File: config.mk
export PLATFORM = sky130hd
export DESIGN_NAME = fb_scanout_arbiter
export DESIGN_NICKNAME = d
export VERILOG_FILES = /design/src/rtl/fb_pkg.sv /design/src/rtl/fb_slot_counter.sv /design/src/rtl/fb_scanout_arbiter.sv
export SDC_FILE = /design/constraint.sdc
export NUM_CORES = 1
export LEC_CHECK = 0
export ABC_AREA = 1
export CORE_ASPECT_RATIO = 2
export CORE_MARGIN = 2
export CORE_UTILIZATION = 33
export CTS_CLUSTER_SIZE = 20
export DETAILED_ROUTE_END_ITERATION = 7
export HOLD_SLACK_MARGIN = 0.08
export PLACE_DENSITY = 0.68
export SLEW_MARGIN = 20
export SYNTH_ARGS = -nofsm -noshare
export SYNTH_HDL_FRONTEND = slang
export SYNTH_SLANG_ARGS = --single-unit
File: constraint.sdc
create_clock -name VGA_CLK -period 2.5 [get_ports VGA_CLK]
set_input_delay 0.5 -clock VGA_CLK [delete_from_list [all_inputs] [get_ports VGA_CLK]]
set_output_delay 0.5 -clock VGA_CLK [all_outputs]
set_load 0.01 [all_outputs]
File: src/rtl/fb_pkg.sv
// fb_pkg: framebuffer state encoding and default geometry, shared by the
// scanout arbiter and the VGA timing generator.
package fb_pkg;

    typedef enum logic [1:0] {
        FB_IDLE     = 2'd0,
        FB_PREFETCH = 2'd1,
        FB_DRAIN    = 2'd2
    } fb_state_t;

    localparam int FB_DEF_WIDTH          = 200;
    localparam int FB_DEF_HEIGHT         = 150;
    localparam int FB_DEF_ADDR_W         = 15;
    localparam int FB_DEF_DATA_W         = 12;
    localparam int FB_DEF_WR_SLOT_PERIOD = 8;
    localparam int FB_LINE_NUM_W         = 10;

    // Word address of the first pixel of a line, before truncation to ADDR_W.
    function automatic logic [31:0] fb_line_base(input logic [FB_LINE_NUM_W-1:0] line,
                                                 input int unsigned width);
        return 32'(line) * 32'(width);
    endfunction

endpackage

File: src/rtl/fb_slot_counter.sv
// fb_slot_counter: counts prefetch reads since the last writer-slot
// opportunity and flags when the next cycle may be handed to the writer.
// A period of 0 never opens a slot.
module fb_slot_counter
    import fb_pkg::*;
#(
    parameter int WR_SLOT_PERIOD = FB_DEF_WR_SLOT_PERIOD
)(
    input  logic i_clk,
    input  logic i_rst,
    input  logic i_clear,
    input  logic i_active,
    input  logic i_grant,
    output logic o_slot_due
);
    localparam int CNT_W = (WR_SLOT_PERIOD < 1) ? 1 : $clog2(WR_SLOT_PERIOD + 1);

    logic [CNT_W-1:0] r_cnt;

    assign o_slot_due = (WR_SLOT_PERIOD > 0) && (r_cnt == CNT_W'(WR_SLOT_PERIOD));

    // Read run length; a declined opportunity still reads, so that read starts the next run.
    always_ff @(posedge i_clk) begin
        if (i_rst) begin
            r_cnt <= '0;
        end else if (i_clear) begin
            r_cnt <= '0;
        end else if (i_active) begin
            if (i_grant)
                r_cnt <= '0;
            else if (o_slot_due)
                r_cnt <= CNT_W'(1);
            else
                r_cnt <= r_cnt + 1'b1;
        end
    end

endmodule

File: src/rtl/fb_scanout_arbiter.sv
// fb_scanout_arbiter: shares a single-port framebuffer RAM between the
// line-buffer prefetch (one line per line_req) and a pixel writer.
// Optional feature macro: FB_ARB_UNDERRUN_CNT_EN adds a saturating
// underrun event counter; without it underrun_count is tied to 0.
module fb_scanout_arbiter
    import fb_pkg::*;
#(
    parameter int FB_WIDTH       = FB_DEF_WIDTH,
    parameter int FB_HEIGHT      = FB_DEF_HEIGHT,
    parameter int ADDR_W         = FB_DEF_ADDR_W,
    parameter int DATA_W         = FB_DEF_DATA_W,
    parameter int WR_SLOT_PERIOD = FB_DEF_WR_SLOT_PERIOD
)(
    input  logic                        VGA_CLK,
    input  logic                        RESET,
    input  logic                        line_req,
    input  logic [FB_LINE_NUM_W-1:0]    line_num,
    input  logic                        wr_valid,
    input  logic [ADDR_W-1:0]           wr_addr,
    input  logic [DATA_W-1:0]           wr_data,
    output logic                        wr_ready,
    output logic [ADDR_W-1:0]           mem_addr,
    output logic                        mem_we,
    output logic [DATA_W-1:0]           mem_wdata,
    input  logic [DATA_W-1:0]           mem_rdata,
    output logic                        lb_we,
    output logic [$clog2(FB_WIDTH)-1:0] lb_addr,
    output logic [DATA_W-1:0]           lb_wdata,
    output logic                        busy,
    output logic                        prefetch_done,
    output logic                        underrun,
    input  logic                        underrun_clr,
    output logic [15:0]                 underrun_count
);
    localparam int          LB_AW    = $clog2(FB_WIDTH);
    localparam int unsigned FB_WORDS = FB_WIDTH * FB_HEIGHT;
    localparam logic [LB_AW-1:0] LB_LAST = LB_AW'(FB_WIDTH - 1);

    fb_state_t         r_state, w_state_nx;
    logic [ADDR_W-1:0] r_base;
    logic [LB_AW-1:0]  r_rd_idx;
    logic              r_lb_vld_p1;
    logic [LB_AW-1:0]  r_lb_addr_p1;
    logic              r_underrun;

    logic w_idle, w_prefetch, w_drain;
    logic w_accept, w_overrun, w_slot_due, w_slot, w_rd;

    // Everything combinational is forced quiet while RESET is high.
    assign w_idle     = !RESET && (r_state == FB_IDLE);
    assign w_prefetch = !RESET && (r_state == FB_PREFETCH);
    assign w_drain    = !RESET && (r_state == FB_DRAIN);
    assign w_accept   = w_idle && line_req && (32'(line_num) < 32'(FB_HEIGHT));
    assign w_overrun  = !RESET && line_req && (r_state != FB_IDLE);
    assign w_slot     = w_prefetch && w_slot_due && wr_valid;
    assign w_rd       = w_prefetch && !w_slot;

    fb_slot_counter #(
        .WR_SLOT_PERIOD (WR_SLOT_PERIOD)
    ) u_slot (
        .i_clk      (VGA_CLK),
        .i_rst      (RESET),
        .i_clear    (w_accept),
        .i_active   (w_prefetch),
        .i_grant    (w_slot),
        .o_slot_due (w_slot_due)
    );

    // State register.
    always_ff @(posedge VGA_CLK) begin
        if (RESET)
            r_state <= FB_IDLE;
        else
            r_state <= w_state_nx;
    end

    // Next state: prefetch ends on the last read, DRAIN lasts exactly one cycle.
    always_comb begin
        w_state_nx = r_state;
        unique case (r_state)
            FB_IDLE:     if (w_accept) w_state_nx = FB_PREFETCH;
            FB_PREFETCH: if (w_rd && (r_rd_idx == LB_LAST)) w_state_nx = FB_DRAIN;
            FB_DRAIN:    w_state_nx = FB_IDLE;
            default:     w_state_nx = FB_IDLE;
        endcase
    end

    // Read pointer and the one-cycle line-buffer write pipeline matching RAM latency.
    always_ff @(posedge VGA_CLK) begin
        if (RESET) begin
            r_base       <= '0;
            r_rd_idx     <= '0;
            r_lb_vld_p1  <= 1'b0;
            r_lb_addr_p1 <= '0;
        end else begin
            r_lb_vld_p1  <= w_rd;
            r_lb_addr_p1 <= r_rd_idx;
            if (w_accept) begin
                r_base   <= ADDR_W'(fb_line_base(line_num, FB_WIDTH));
                r_rd_idx <= '0;
            end else if (w_rd) begin
                r_rd_idx <= r_rd_idx + 1'b1;
            end
        end
    end

    // Sticky underrun: a new request while busy wins over a same-cycle clear.
    always_ff @(posedge VGA_CLK) begin
        if (RESET)
            r_underrun <= 1'b0;
        else if (w_overrun)
            r_underrun <= 1'b1;
        else if (underrun_clr)
            r_underrun <= 1'b0;
    end

`ifdef FB_ARB_UNDERRUN_CNT_EN
    logic [15:0] r_underrun_cnt;

    // Saturating underrun event count, cleared only by RESET.
    always_ff @(posedge VGA_CLK) begin
        if (RESET)
            r_underrun_cnt <= '0;
        else if (w_overrun && (r_underrun_cnt != 16'hFFFF))
            r_underrun_cnt <= r_underrun_cnt + 16'd1;
    end

    assign underrun_count = r_underrun_cnt;
`else
    assign underrun_count = '0;
`endif

    // The RAM port carries the read address only on read cycles; otherwise the writer owns it.
    assign wr_ready      = w_idle || w_drain || w_slot;
    assign mem_we        = wr_valid && wr_ready && (32'(wr_addr) < FB_WORDS);
    assign mem_addr      = w_rd ? (r_base + ADDR_W'(r_rd_idx)) : wr_addr;
    assign mem_wdata     = wr_data;
    assign lb_we         = r_lb_vld_p1 && !RESET;
    assign lb_addr       = r_lb_addr_p1;
    assign lb_wdata      = mem_rdata;
    assign prefetch_done = lb_we && (r_lb_addr_p1 == LB_LAST);
    assign busy          = !RESET && (r_state != FB_IDLE);
    assign underrun      = r_underrun;

endmodule

==> summary.txt <==
Critical path
  – CP arrival: 2.62 ns
  – Worst Setup Start Kind: input pin
  – R2r setup slk: 0.74 ns
  – Worst r2r src: u_slot.r_cnt[1]$_SDFFE_PP0P_
  – Critical path class: input pin to flop
  – Crit end category: flop
  – Worst-path fanout max: 4
  – Worst reg2reg path depth: 12
  – Worst path required time: 2.68 ns
  – Reg2reg end: r_rd_idx[3]$_SDFFE_PP0P_

Logic synthesis
  – Mean post-synth cell area: 6.77 um^2
  – Post-synthesis sequential area ratio: 0.228
  – Cell count after synthesis: 467
  – Post-synthesis compound-gate area fraction: 0.0677
  – Post-Syn Area: 0.00316 mm^2
  – Synth Area in Adders: 0.176
  – Mux share of post-synthesis cell area: 0
  – Ys flop type: dfxtp_1
  – Number of flops mapped to enable cells by yosys: 0
  – XOR/XNOR Fraction of Synth Area: 0.0277
  – Library cells used by synthesis: 35
  – Largest family of logic cells by synthesized area: simple AND/OR/NAND/NOR gates
  – FFs w/ async S/R, synth: 0
  – Synth warnings: 0
  – Simple-gate portion of the synthesized area: 0.309
  – Yosys reg bits: 36

Power
  – Power share of the combinational group: 0.352
  – Psw: 599 uW
  – P per Cell Area: 453 mW/mm^2
  – Clock share of power: 0.348
  – VDD IR max: 0.000266 V
  – Sequential Power Share: 0.300
  – Internal power: 1.40 mW
  – Switching Fraction: 0.299
  – Lkg Pwr: 2.06 nW

Cells and area
  – Final Core Density: 0.474
  – ANT cells: 0
  – Fin area: 0.00442 mm^2
  – Area Growth Syn to Fin: 39.8%
  – Share of cells above drive strength 1: 0.228
  – Final net count: 642
  – Final Non-Filler Cells: 652

Clock network
  – TritonCTS buffer count: 5
  – CTS tree: yes
  – CTS max path bufs: 2
  – Clk sinks: 36
  – Hold-fix buffers, CTS: 0
  – Clock root cell: clkbuf_16
  – CTS clk-pin slew, worst paths: 0.06 ns
  – Clk_lat worst skew: 0.29 ns
  – Htree depth: 2

STA
  – Total negative slack: 0 ns
  – Fmax: 0.409 GHz
  – Final period util: 0.978
  – Clock Skew: 0.00706 ns
  – Post-route minimum period: 2.44 ns
  – Final Max Tran Viols: 0
  – RSZ-0062 raised after global routing: true
  – Setup violators final: 0
  – Hold slack: 0.481 ns
  – Final Hold Viols: 0

GRT
  – Largest net degree at the start of global routing: 16
  – Vias in the first global route: 3168
  – Met3 Track Usage GR: 0.0191
  – GRT busiest layer: met2
  – Met2 GRT Util: 0.345
  – First-pass GRT wire length: 14000 um
  – All-Layer GR Usage: 0.176
  – Initial antenna violation count: 0
  – GRT met1 Usage: 0.146
  – Total global routing overflow: 0

Worst hold path
  – Hold Path Depth: 2
  – Min-delay src: u_slot.r_cnt[1]$_SDFFE_PP0P_
  – WHS Endpoint: u_slot.r_cnt[1]$_SDFFE_PP0P_
  – Hold WC Path Type: flop to flop

Place
  – Placed Area: 0.00395 mm^2
  – Routability congestion estimate: 0.866
  – Port Buf Inserts: 58
  – Inst Count DP: 635
  – Post-detail-place hpwl: 7120 um

Floorplan
  – # IOs: 123
  – # rows: 50
  – Die W: 73.2 um
  – Die area: 0.0104 mm^2
  – Core ar.: 0.00932 mm^2
  – Starting Density: 0.339
  – Height of the die: 142 um

Drt
  – Pre-Repair DR Iteration Count: 6
  – WL/cell: 13.8 um
  – Drt drc: 0
  – Drt total wl: 9020 um
  – First DRT Iteration DRCs: 154
  – Antenna-violating nets left: 0
  – Vias after detailed routing: 3120
  – Via density: 4.79

Run status
  – Status: finished, final reports clean

Run
  – Max cap viols: 0
## Yosys cell counts (2+ instances only)
library cell  instances  area, um^2
a21oi_1              16        80.1
a31oi_1               2        12.5
buf_2                 2        10.0
buf_4                44         330
clkbuf_1              2        7.51
dfxtp_1              36         721
fa_1                  6         120
ha_1                 35         438
inv_1                62         233
inv_2                 2        7.51
nand2_1             129         484
nand2_2               2        12.5
nand3_1              44         220
nand4_1               6        37.5
nor2_1               31         116
nor3_1                6        30.0
o21ai_0              12        60.1
o21ai_1               4        20.0
or2_2                 2        12.5
xnor2_1               5        43.8
xor2_1                5        43.8
## worst max-delay path: stages
cell and delay (ns):
buf_2 0.14, buf_4 0.14, ha_2 0.20, ha_4 0.22, fa_1 0.56, ha_4 0.24, buf_4 0.13, a21oi_2 0.22
nand4_1 0.12, nand3_1 0.09, nand2_1 0.06
## worst max path at each step
| stage | startpoint | to | depth (start not counted) |
|---|---|---|---|
| after CTS | line_num[3] | r_base[13]$_SDFFE_PP0P_ | 13 |
| final | line_num[4] | r_base[13]$_SDFFE_PP0P_ | 11 |
| after global routing | line_num[4] | r_base[14]$_SDFFE_PP0P_ | 16 |
| after detailed placement | line_num[3] | r_base[14]$_SDFFE_PP0P_ | 14 |
| after floorplan | line_num[3] | r_base[14]$_SDFFE_PP0P_ | 13 |
| after global placement | line_num[3] | r_base[14]$_SDFFE_PP0P_ | 14 |
## area by class of cell
class	count	area [um^2]
inverter	64	240
multi-input combinational	333	2210
sequential	36	722
clock inverter	2	35.0
clock buffer	6	129
fill	919	4900
timing repair buffer	107	952
tap	104	130
## sequential cells by signal, indices dropped and copies added, names as in the netlist
name          flops
r_base           12
lb_addr           8
r_rd_idx          8
u_slot.r_cnt      4
r_state           2
r_lb_vld_p1       1
underrun          1
## per-layer routing
layer  vias to the layer above  part of all wire
met5                         -                 0
met4                         0             0.069
met3                        47             0.046
met2                       103              0.56
met1                      1390              0.32
li1                       1580                 -
## kinds of logic (layout without fill, tap and decap cells)
| kind of cell | Yosys count | count (layout) |
|---|---|---|
| AOI/OAI and AO/OA | 38 | 38 |
| xor gates and xnor gates | 10 | 10 |
| adders and majority gates | 41 | 41 |
| buffers and inverters | 113 | 179 |
| DFF | 36 | 36 |
| other | 1 | 16 |
| and+or+nand+nor | 228 | 228 |
## power by group through the flow
| stage | Sequential, mW | Combinational (mW) | Clock (mW) |
|---|---|---|---|
| floorplan | 0.609 | 0.430 | 0 |
| global placement | 0.611 | 0.590 | 0 |
| detailed placement | 0.612 | 0.610 | 0 |
| CTS | 0.600 | 0.649 | 0.714 |
| global route | 0.602 | 0.774 | 0.733 |
| finish | 0.601 | 0.705 | 0.698 |
## timing repair
item | in CTS | in global routing
gates resized for setup | 67 | 34
pin swaps | 15 | 18
endpoints found under the hold margin | 0 | 0
setup buffers | 5 | 3
endpoints found under the setup margin | 24 | 12
gates cloned | 1 | 0
## stage by stage
| step | total power [mW] | setup WS (ns) |
|---|---|---|
| 6_report | 2.00 | 0.0552 |
| 5_1_grt | 2.11 | -0.0521 |
| 4_1_cts | 1.96 | -0.0445 |
| 3_5_place_dp | 1.22 | -0.712 |
| 3_3_place_gp | 1.20 | -0.669 |
| 2_1_floorplan | 1.04 | 0.00330 |
## cell usage in the layout (no fill, tap or decap), drive strengths merged, types with 2 or more instances in the layout
cell type / netlist / layout
ha: 35 / 35
clkbuf: 2 / 11
conb: 1 / 16
a21oi: 17 / 17
nand2: 132 / 132
dlygate4sd2: 0 / 11
xnor2: 5 / 5
fa: 6 / 6
nand3: 44 / 44
nor2: 33 / 33
a31oi: 2 / 2
or2: 3 / 3
dlymetal6s2s: 0 / 2
buf: 47 / 54
nor3: 7 / 7
clkdlybuf4s50: 0 / 33
nand4: 6 / 6
o21ai: 17 / 17
xor2: 5 / 5
inv: 64 / 64
dfxtp: 36 / 36
Power figures use the tool's default switching activity.
==> patch 1, RTL diff (same settings) <==
Register the output `underrun` once more; this adds one clock of latency there. The other outputs are not delayed to match. Comments in the files are not updated.
--- a/src/rtl/fb_scanout_arbiter.sv
+++ b/src/rtl/fb_scanout_arbiter.sv
@@ -140,7 +140,9 @@
     assign lb_wdata      = mem_rdata;
     assign prefetch_done = lb_we && (r_lb_addr_p1 == LB_LAST);
     assign busy          = !RESET && (r_state != FB_IDLE);
-    assign underrun      = r_underrun;
+    always_ff @(posedge VGA_CLK) begin
+        underrun <= r_underrun;
+    end
 
 endmodule
 
Function: changed (Yosys sat finds a counterexample within 4 cycles, from zero or initial values and one cycle with RESET high).
==> patch 1 against the original RTL <==
- global-route usage decreased by 0.70 points
- routed wire length decreased by 1.1%
- highest routed layer unchanged
- largest power group unchanged
- via count increased by 2.1%
- sequential cell count increased by 1
- sequential power increased by 3%
- die area increased by 0.60%
- synthesized area increased by 0.63%
- combinational power decreased by 3.8%
- critical endpoint is now mem_addr[14]
- clock power decreased by 14%
- worst setup slack improved by 0.010 ns
- design area increased by 0.34%
- power decreased by 5.3%
- critical path type is now flip-flop to output pin
==> patch 1: results (changes against the original RTL) <==
** Cells and area
- Layout filler cell count :: 929 (+1.1%)
- Fraction of layout instances using a drive strength above 1 :: 0.231 (+0.00308)

** Yosys
- The gate count of the mapped netlist came to 468 (+0.21%).
- Sequential cell area fraction in the yosys report :: 0.233 (+0.00486)
- Leading cell types by count after synthesis :: 129 x nand2_1, 62 x inv_1, 44 x buf_4, 44 x nand3_1, 37 x dfxtp_1
- After synthesis, the cell types taking the most area are dfxtp_1 23%, nand2_1 15%, ha_1 14%.

** Clock tree
- Setup Buffers After CTS :: 7 (+2)
- The level count of the clock H-tree is 2 (unchanged).
- Post-cts resize count :: 62 (-7.5%)

** Hold path
- The startpoint identified for the worst hold timing path is r_underrun$_SDFFE_PP0P_.
- Hold path depth :: 0 (-2)
- The path with the worst hold slack has its endpoint at underrun$_DFF_P_.

** GRT
- M1 GR Usage :: 0.143 (-0.00224)
- The combined global-route utilization of all metal layers is 0.169 (-0.00699).
- The number of global-route vias before repair was 3,210 (+1.3%).
- Global Route met2 Usage :: 0.332 (-0.0128)
- Routing usage on met3 :: 0.0233 (+0.00417)
- Global-route wire length before repair :: 13.6 mm (-2.5%)
- Pin count of the biggest net entering global routing :: 21 (+5)

** Worst setup path
- The startpoint identified for the worst register-to-register timing path is u_slot.r_cnt[0]$_SDFFE_PP0P_.
- Delay contributed by the slowest stage of the critical path :: 0.37 ns (-0.19 ns)
- The slowest stage of the critical path is the dfxtp_1 cell.
- On the critical path the largest part of the delay comes from simple AND/OR/NAND/NOR gates.
- Critical register-to-register path endpoint :: r_rd_idx[6]$_SDFFE_PP0P_
- Arr. time, crit path :: 1.93 ns (-0.69 ns)
- R2r worst-path depth :: 8 (-4)
- The worst setup slack for register-to-register paths is 1.00 ns (+0.26 ns).

** Route
- The mean routed wirelength per cell came to 13.5 µm (-2.6%).
- Wire length on met3 :: 470 µm (+13%)
- The met1 wire length is 2.97 mm (+1.6%).
- The wire length after detailed routing came to 8.92 mm (-1.1%).
- Met2 layer wire length in the routed design :: 4.95 mm (-2.2%)
- The vias per cell is 4.81 (+0.60%).

** Placed design
- The post-placement setup slack is -0.728 ns (-0.0155 ns).
- HPWL Detailed :: 7.15 mm (+0.54%)
- The final estimated routing congestion in global placement came to 0.873 (+0.84%).
- Cell Count Post-Placement :: 645 (+1.6%)

** Pwr
- The sequential cell power came to 617 µW (+3%).
- Logic gate share of total power :: 0.358 (+0.006)
- The worst vdd rail ir drop was 290 µV (+9.1%).
- The leakage component of the power came to 0.00212 µW (+2.6%).
- The switching part of the total is 0.308 (+0.00859).

** STA
- The hold slack was 0.351 ns (-0.131 ns).
- The worst clock skew on the final layout came to 0.00308 ns (-0.00398 ns).

** Run status
- The run finished with clean final reports.
[patch 1: cell types whose count changed in the layout (fill, tap and decap cells not counted), sizes merged, moves of 2 or more]
| cell | change |
|---|---|
| clkbuf | -2 |
| buf | +10 |
| clkdlybuf4s50 | -2 |
| clkdlybuf4s15 | +2 |
[patch 1: logic make-up (layout without fill, tap and decap cells)]
group                      Yosys count  count (layout)  share of synthesized area
other                                1              16                    0.00118
and+or+nand+nor                    228             228                      0.308
buffers and inverters              113             188                      0.188
xor gates and xnor gates            10              10                     0.0275
adders and majority gates           41              41                      0.175
AOI/OAI and AO/OA                   38              38                     0.0672
DFF                                 37              37                      0.233
[patch 1: worst max-delay path by stage]
stage	start	depth (start not counted)	endpoint	slack (ns)
floorplan	line_num[3]	13	r_base[14]$_SDFFE_PP0P_	0.003
global placement	line_num[3]	14	r_base[14]$_SDFFE_PP0P_	-0.66
detailed placement	line_num[3]	14	r_base[12]$_SDFFE_PP0P_	-0.73
CTS	line_num[3]	14	r_base[14]$_SDFFE_PP0P_	0.0006
global route	r_rd_idx[3]$_SDFFE_PP0P_	8	mem_addr[11]	0.005
finish	r_rd_idx[3]$_SDFFE_PP0P_	11	mem_addr[14]	0.07
[patch 1: area by class of cell]
cell class | count | area share
Inverter | 64 | 0.0541
Multi-Input combinational cell | 333 | 0.494
Sequential cell | 37 | 0.167
Clock buffer | 6 | 0.0290
Timing Repair Buffer | 116 | 0.224
Clock inverter | 2 | 0.00226
Tap cell | 104 | 0.0293
[patch 1: per-stage QoR]
| step | power, µW | area, µm² |
|---|---|---|
| finish | 1900 | 4440 |
| global route | 2000 | 4440 |
| CTS | 1860 | 4320 |
| detailed placement | 1230 | 4040 |
| global placement | 1210 | 4040 |
| floorplan | 1060 | 3310 |
==> patch 2, RTL diff (same flow settings) <==
Made on the original files. The package constant `FB_DEF_WR_SLOT_PERIOD` goes from 8 to 4.
--- a/src/rtl/fb_pkg.sv
+++ b/src/rtl/fb_pkg.sv
@@ -12,7 +12,7 @@
     localparam int FB_DEF_HEIGHT         = 150;
     localparam int FB_DEF_ADDR_W         = 15;
     localparam int FB_DEF_DATA_W         = 12;
-    localparam int FB_DEF_WR_SLOT_PERIOD = 8;
+    localparam int FB_DEF_WR_SLOT_PERIOD = 4;
     localparam int FB_LINE_NUM_W         = 10;
 
     // Word address of the first pixel of a line, before truncation to ADDR_W.
Check against the original RTL: not equivalent (Yosys sat finds a counterexample within 10 cycles, from zero or initial values and one cycle with RESET high).
==> patch 2 against the original RTL <==
- routed wire length decreased by 7.9%
- register-to-register slack got worse by 0.28 ns
- count of clock-buffer cells in the layout decreased by 1
- fmax increased by 0.65%
- synthesized area decreased by 4.3%
- power increased by 0.18%
- non-clock buffer count unchanged
- design area decreased by 1.3%
- critical path depth increased by 3
- global-route usage decreased by 0.26 points
- sequential cell count decreased by 1
- worst setup slack improved by 0.016 ns
==> patch 2: results (changes against the original RTL) <==
** Clock tree
- Setup Buffers After CTS :: 3 (-2)
- The clock sink count came to 35 (-2.8%).

** Cells and area
- The layout cell share with drive strength beyond 1 was 0.259 (+0.0313).

** Yosys
- Cells after Synth :: 447 (-4.3%)
- Counting instances in the post-synthesis netlist gives the leading cell types as 112 x nand2_1, 70 x inv_1, 42 x buf_4.
- Xor-xnor portion of the synthesized cell area :: 0.0203 (-0.00744)
- The portion of the post-synthesis area used by sequential elements came to 0.232 (+0.00356).

** Hold path
- The startpoint identified for the worst hold timing path is r_base[3]$_SDFFE_PP0P_.
- Worst Hold Endpoint :: r_base[3]$_SDFFE_PP0P_

** GRT
- M1 GR Usage :: 0.163 (+0.0172)
- The fraction of met3 tracks used by global routing is 0.0181 (-0.00102).
- Global Route met2 Usage :: 0.331 (-0.0138)
- Number of global-route vias before repair :: 3,014 (-4.9%)

** Worst setup path
- Among all stages on the critical path, the largest delay is contributed by fa_2.
- The arrival time of data at the critical path endpoint is 2.61 ns (about the same).

** Run status
- Status :: complete, no violations

** Pwr
- The leakage component of the power came to 0.00200 µW (-2.9%).
- Internal Pwr Total :: 1400 µW (-0.19%)

** Route
- Drt initial violations :: 119 (-23%)
- The detailed-routed wire length on met2 came to 4.65 mm (-8.3%).
- Wire length on met1 :: 2.83 mm (-3.3%)
- Wirelength, routed :: 8.31 mm (-7.9%)

** STA
- Hold Worst Slack :: 0.469 ns (-0.0122 ns)

** Placed design
- Weighted congestion reported at the end of routability-driven placement :: 0.907 (+4.7%)
- The number of cells after detailed placement came to 621 (-2.2%).
## patch 2: power by group through the flow
stage / Combinational, µW / Clock (µW) / Sequential [µW]
2_1_floorplan: 440 / 0 / 590
3_3_place_gp: 616 / 0 / 592
3_5_place_dp: 631 / 0 / 592
4_1_cts: 654 / 732 / 581
5_1_grt: 782 / 760 / 583
6_report: 701 / 725 / 581
## patch 2: how the worst max path moves through the flow
stage | to | depth (start not counted) | from | slack, ns
5_1_grt | r_base[14]$_SDFFE_PP0P_ | 14 | line_num[1] | -0.04
2_1_floorplan | r_base[13]$_SDFFE_PP0P_ | 14 | line_num[5] | 0.003
3_3_place_gp | r_base[14]$_SDFFE_PP0P_ | 15 | line_num[3] | -0.69
4_1_cts | r_base[13]$_SDFFE_PP0P_ | 13 | line_num[2] | -0.01
3_5_place_dp | r_base[14]$_SDFFE_PP0P_ | 15 | line_num[3] | -0.74
6_report | r_base[14]$_SDFFE_PP0P_ | 14 | line_num[1] | 0.07
## patch 2: kinds of logic after synthesis
logic type	count (synthesis)
and+or+nand+nor	198
buffers and inverters	118
AOI/OAI and AO/OA	47
adders and majority gates	41
DFF	35
xor gates and xnor gates	7
other	1
## patch 2: cell type report
type / instances / area, µm² / share of cell area
multi-input cells: 309 / 2120 / 0.485
repair buffers: 107 / 963 / 0.221
flip-flops and latches: 35 / 703 / 0.161
inverters: 73 / 279 / 0.0639
well taps: 102 / 128 / 0.0292
clock buffers: 5 / 125 / 0.0287
clock inverters: 3 / 47.5 / 0.0109
## patch 2: worst register-to-register path, cell delays in order (launching register included)
cell and delay, ns:
dfxtp_2 0.33, inv_1 0.05, ha_1 0.19, nand2_2 0.11, inv_2 0.07, a21oi_4 0.19
buf_6 0.13, bufbuf_16 0.26, buf_4 0.15, nand2_1 0.08, nor2_1 0.15, xor2_1 0.18
nor2_1 0.05
